==> config.mk <==
export PLATFORM = sky130hd
export DESIGN_NAME = serial_adder
export DESIGN_NICKNAME = d
export VERILOG_FILES = /design/src/rtl/serial_adder.sv
export SDC_FILE = /design/constraint.sdc
export NUM_CORES = 1
export LEC_CHECK = 0
export ABC_CLOCK_PERIOD_IN_PS = 1500
export CAP_MARGIN = 20
export CORE_MARGIN = 2
export CORE_UTILIZATION = 35
export CTS_CLUSTER_DIAMETER = 100
export DETAILED_ROUTE_END_ITERATION = 12
export PLACE_DENSITY = 0.68
export SYNTH_ARGS = -nofsm -noshare
export SYNTH_HDL_FRONTEND = slang
export SYNTH_SLANG_ARGS = --single-unit
==> constraint.sdc <==
create_clock -name clk -period 1.5 [get_ports clk]
set_clock_uncertainty 0.05 [all_clocks]
set_input_delay 0.225 -clock clk [delete_from_list [all_inputs] [get_ports clk]]
set_output_delay 0.225 -clock clk [all_outputs]
set_load 0.02 [all_outputs]
==> src/rtl/serial_adder.sv <==
// Bit-serial ripple adder: one full-adder cell reused WIDTH cycles, LSB first,
// with a registered carry. Produces {cout,sum} = a + b + cin and a serial bit stream.
module serial_adder #(
   parameter int WIDTH = 8
) (
   input  logic             clk,
   input  logic             rst,
   input  logic             start,
   input  logic [WIDTH-1:0] a,
   input  logic [WIDTH-1:0] b,
   input  logic             cin,
   output logic             busy,
   output logic             done,
   output logic [WIDTH-1:0] sum,
   output logic             cout,
   output logic             sum_bit,
   output logic             sum_bit_valid,
   output logic [1:0]       dbg_state
);

   localparam int CW = (WIDTH > 1) ? $clog2(WIDTH) : 1;

   typedef enum logic [1:0] {
      IDLE  = 2'd0,
      SHIFT = 2'd1,
      DONE  = 2'd2
   } state_t;

   state_t           state, state_nxt;
   logic [WIDTH-1:0] sa, sb, acc;
   logic             c;
   logic [CW-1:0]    cnt;
   logic             s, c_nxt, last, load;

   // Handshake: start is accepted only in IDLE or DONE (load=1); while busy it is ignored.
   // done is high for exactly the one cycle spent in DONE.
   assign s         = sa[0] ^ sb[0] ^ c;
   assign c_nxt     = (sa[0] & sb[0]) | (sa[0] & c) | (sb[0] & c);
   assign last      = (cnt == CW'(WIDTH - 1));
   assign busy      = (state == SHIFT);
   assign done      = (state == DONE);
   assign dbg_state = state;

   always_ff @(posedge clk) begin
      if (rst) state <= IDLE;
      else     state <= state_nxt;
   end

   always_comb begin
      state_nxt = state;
      load      = 1'b0;
      case (state)
         IDLE: begin
            if (start) begin
               state_nxt = SHIFT;
               load      = 1'b1;
            end
         end
         SHIFT: begin
            if (last) state_nxt = DONE;
         end
         DONE: begin
            if (start) begin
               state_nxt = SHIFT;
               load      = 1'b1;
            end else begin
               state_nxt = IDLE;
            end
         end
         default: state_nxt = IDLE;
      endcase
   end

   always_ff @(posedge clk) begin
      if (rst) begin
         sa            <= '0;
         sb            <= '0;
         acc           <= '0;
         c             <= 1'b0;
         cnt           <= '0;
         sum           <= '0;
         cout          <= 1'b0;
         sum_bit       <= 1'b0;
         sum_bit_valid <= 1'b0;
      end else begin
         sum_bit_valid <= 1'b0;
         if (load) begin
            sa  <= a;
            sb  <= b;
            c   <= cin;
            cnt <= '0;
         end else if (state == SHIFT) begin
            sa            <= sa >> 1;
            sb            <= sb >> 1;
            c             <= c_nxt;
            acc           <= {s, acc[WIDTH-1:1]};
            sum_bit       <= s;
            sum_bit_valid <= 1'b1;
            cnt           <= cnt + CW'(1);
            // The final bit is merged directly so sum is complete at the DONE cycle.
            if (last) begin
               sum  <= {s, acc[WIDTH-1:1]};
               cout <= c_nxt;
            end
         end
      end
   end

endmodule
# ---- Yosys cells after proc, flatten, opt, wreduce, memory -nomap -nowiden
# Cells that the tools add are included.
dict set report word_totals {
  reg_bits 41
  wordCells 44
  in_bits 20
}
dict set report classes {
  eq_ne 5
  mux 13
  reduce_logical 7
  bitwise_logic 8
  n_addsub 1
}
# op n
set op_table {}
lappend op_table {{8-bit 2-to-1 mux} 4}
lappend op_table {{1-bit 2-to-1 mux} 6}
lappend op_table {{2-bit one-hot mux with 3 select lines} 1}
lappend op_table {{2-bit 2-to-1 mux} 2}
lappend op_table {{2-bit AND reduction} 2}
lappend op_table {{2-bit OR reduction} 2}
lappend op_table {{3-bit by 1-bit adder with 3-bit output (second input constant)} 1}
lappend op_table {{1-bit bitwise AND} 3}
lappend op_table {{3-bit == test (second input constant)} 1}
lappend op_table {{3-bit AND reduction} 1}
lappend op_table {{2-bit by 1-bit == test with 1-bit output (second input constant)} 1}
lappend op_table {{2-bit == test (second input constant)} 1}
lappend op_table {{2-bit zero test} 1}
lappend op_table {{2-bit by 1-bit != test with 1-bit output (second input constant)} 1}
lappend op_table {{2-bit != test (second input constant)} 1}
lappend op_table {{1-bit OR} 2}
lappend op_table {{2-bit nonzero test} 1}
lappend op_table {{1-bit XOR} 2}
lappend op_table {{1-bit inverter} 1}

# ---- Logic depth before layout (Yosys ltp)
dict set report logic_depth {
  depth_word 5
  mapped_depth 6
  depth_no_buf 5
}

# ---- Worst setup path before layout
# OpenSTA, ideal clock, no wires.
dict set report synth_path {
  kind {flip-flop to flip-flop}
  from {register state[0] (netlist: dbg_state[0])}
  to {register sa[3]}
  required_time_ns 1.359
  n_path_buf 2
  t_arrival_ns 1.180
  stages_incl_launch_ff 7
  setup_ns 0.091
  path_slack_ns 0.179
  cell_sequence {dfxtp_1 nand2b_1 buf_6 inv_6 buf_6 nand2_1 a311oi_1}
}
dict set report synth_via {
  elab_chain_cells 4
}
# item line_no
set synth_lines {}
lappend synth_lines {{start, declared} 29} ;# state_t state, state_nxt;
lappend synth_lines {{start signal, assigned} 46} ;# else state <= state_nxt;
lappend synth_lines {{2-bit == test / 2-bit zero test (equally long branches)} 52} ;# case (state)
lappend synth_lines {{2-bit OR reduction (no source line)} n/a}
lappend synth_lines {{1-bit 2-to-1 mux} n/a}
lappend synth_lines {{8-bit 2-to-1 mux / 2-bit nonzero test (equally long branches)} n/a}
lappend synth_lines {{end signal, assigned} 93} ;# sa <= sa >> 1;
lappend synth_lines {{end, declared} 30} ;# logic [WIDTH-1:0] sa, sb, acc;
# Several ways; a longest one is shown, not always the timed one.
# A chain may end at the register's enable or synchronous reset.

# ---- Final worst setup path
dict set report layout_path {
  from {register state[0] (netlist: dbg_state[0])}
  to {output done}
}
dict set report layout_via {
  elab_chain_cells 1
}
# item line_no
set layout_lines {}
lappend layout_lines {{2-bit == test} 41} ;# assign done = (state == DONE);
lappend layout_lines {{end, declared} 13} ;# output logic done,
# No other way between the ends.

==> implementation parameters <==
Parameter                              Value

Final layout
  Fraction of final layout cells with drive strength greater than 1    9.59%
  Number of diodes added for antenna fixing    0
  Synthesis-to-finish area growth    35.0%
  Final design utilization    around half
  Nets@finish    241
  Non-filler instance count after layout    271
  Final std cell area, no fill    0.00208 mm²

Route
  Post-DR vias/cell    4.86
  Overall via count from detail_route    1,318
  Detailed-route DRC error count    0
  Antenna-violating nets left    0
  Initial detailed-routing violation count    106
  First-pass DRT Iterations    4
  Routed len/inst    11.6 µm
  Post-detailed-routing wire length    3140 µm

Floorplan
  Row count    24
  Die Width    70.4 µm
  Area enclosed by the die boundary    0.00496 mm²
  Chip Height    70.4 µm
  Core ar.    0.00429 mm²
  IO Pins    35
  Initial standard-cell utilization of the core    36.0%

Power
  Maximum resistive drop on vdd    382 µV
  Total Power Consumption    2.29 mW
  Total power per unit cell area    1100 mW/mm²
  Static leakage power    approximately 0.84 nW

Worst setup path
  Slowest-stage cell, CP    dfxtp_1
  Worst reg2reg path endpoint    sa[4]
  Launch instance of the worst register-to-register path    dbg_state[1]
  Category of the worst setup path capture point    primary output
  Kind of launch point of the worst setup path    flip-flop
  Data required time of the critical path    1.22 ns
  Class of the most critical setup path    flip-flop to primary output
  Maximum fanout along the worst path    5
  Peak per-stage delay on the critical path    0.31 ns
  Worst Path Arrival    1.15 ns
  Internal reg-to-reg setup slack    0.17 ns
  Crit-path cells    buf_4, nor2b_1, clkdlybuf4s15_1
  Depth of the worst register-to-register path    4

Synthesis
  Ys Warns    0
  Most common library cells after synthesis    nand2_1, dfxtp_1, a21oi_1
  Biggest area contributors in the synthesized netlist    dfxtp_1, nand2_1, a311oi_1
  Top cell type by total area after synthesis    dfxtp_1
  Area of the mapped netlist    0.00154 mm²
  Fraction of the yosys area taken by sequential cells    slightly above 50%
  Netlist cell types    23
  Post-synth top flop    dfxtp_1
  Number of synthesized register bits    39
  Share of the synthesized area in the top cell type    between 50 and 60%
  Syn Area/Cell    approximately 8.5 µm²
  Leading cell type by number of instances after synthesis    nand2_1
  Cells after synthesis    roughly 180
  Async set-or-reset flop fraction in the synthesized netlist    0%
  Number of synthesized flops with an enable pin    0
  Number of nets produced by synthesis    204

Place
  Detailed Place HPWL    around 2000 µm
  Number of port buffers    34
  Instance area at placement    0.00197 mm²
  Routability cong.    0.689
  Total instance count after detailed placement    262
  Post-Place Worst Slack    0.0488 ns

STA
  Total Negative Setup Slacks    0 ns
  Worst hold-check slack    0.401 ns
  Final Worst Setup Slack    0.0781 ns
  # setup viols final    0
  Final period utilization    94.8%
  Hold Violations, Final    0
  Transition time at the pin with the least slew margin    0.287 ns
  Slew Limit Headroom    80.9%
  Setup repair after global routing missed its margin    no
  Fmax achieved    0.703 GHz
  Minimum period implied by the final worst setup slack    1.42 ns
  Max-slew violation count    0

Clocking
  Clock root cell    clkbuf_8
  Number of buffers created by CTS    5
  TritonCTS clock tree    yes
  Clock-pin slew of the registers on the worst-case setup and hold paths    0.07 ns
  Hold buffers post-CTS    0
  Maximum root-to-sink buffer count    2
  Insertion delay to the later sink of the worst-skew pair    around 0.29 ns
  Total clock sinks    39
  Clock H-tree levels    2

Hold path
  Beginning of the worst hold path    sum[5]
  Path type of the worst min-delay path    flip-flop to flip-flop
  Cell depth of the worst min-delay path    2
  Hold endpoint    sum[5]

GRT
  Antenna violations before repair    0
  Via count of the first global-routing pass    1,258
  Global-route wire length before repair    5630 µm
  Pin count of the biggest net entering global routing    40
  Total track usage    14.7%
  Remaining global-route overflow    0

Run
  Max capacitance violation total    0

Run status
  Status    finished, final reports clean
[critical path: cells and delay by family (launching register included)]
kind	cells	cell delay [ns]
simple gates	1	0.10
buf+inv	2	0.45
flops	1	0.31
[worst max-delay path by stage]
stage,from,to,slack [ns],cells past startpoint
after floorplan,dbg_state[0],sa[3],0.18,6
after global placement,dbg_state[1],busy,0.05,3
after detailed placement,start,sa[7],0.05,4
after CTS,sum[5],sum[5],0.001,1
after global routing,dbg_state[0],done,0.005,3
final,dbg_state[0],done,0.08,3
[final cells by class]
type,count,area (µm²)
Clock buffer,6,82.6
Multi-Input combinational cell,126,671
Tap cell,52,65.1
Clock inverter,2,35.0
Fill cell,414,2210
Inverter,1,8.76
Sequential cell,39,781
Timing Repair Buffer,45,442
[report_power, final]
part	internal [mW]	switching (mW)	total, mW	leakage [nW]
registers	1.08	0.0253	1.11	0.318
clock network	0.538	0.353	0.891	0.0612
logic	0.138	0.147	0.285	0.464
[placed cells by master, fill, tap and decap left out, types with 4 or more instances in the layout]
cell type         n
clkdlybuf4s50_1  19
dlygate4sd2_1    11
a21oi_1          18
nor3_1            9
nor2_1           14
nand3_1          11
a311oi_1         11
clkbuf_8          6
dfxtp_1          39
mux2i_1           4
buf_4             8
nand2_1          45
[sequential cells by signal, summed over array words and instances, names as in the netlist]
name           count
cout               1
dbg_state          2
acc                6
c                  1
sum_bit            1
sum                8
sa                 8
sb                 8
cnt                3
sum_bit_valid      1
[repair_timing]
item / CTS / global route
pin swaps: 0 / 1
endpoints found under the setup margin: 13 / 25
buffers inserted: 0 / 1
resized for setup: 13 / 7
[cell families (layout without fill, tap and decap cells)]
| family | Yosys count | after routing | synth area share (%) |
|---|---|---|---|
| compound gates | 34 | 34 | 14.3 |
| xor+xnor | 1 | 1 | 0.567 |
| fa+ha+maj | 3 | 3 | 2.92 |
| buf+inv | 16 | 54 | 6.00 |
| flops | 39 | 39 | 50.6 |
| mux | 4 | 4 | 2.59 |
| simple gates | 84 | 84 | 23.0 |
[layer usage]
layer  vias to the layer above  share of wire (%)  GRT usage [%]
met4                         0                2.3           7.69
li1                        693                  -              -
met3                         5                4.6           5.48
met1                       596                 49           18.4
met2                        24                 44           22.0
met5                         -                  0              0
No activity file was read; power rests on OpenSTA's default activity.
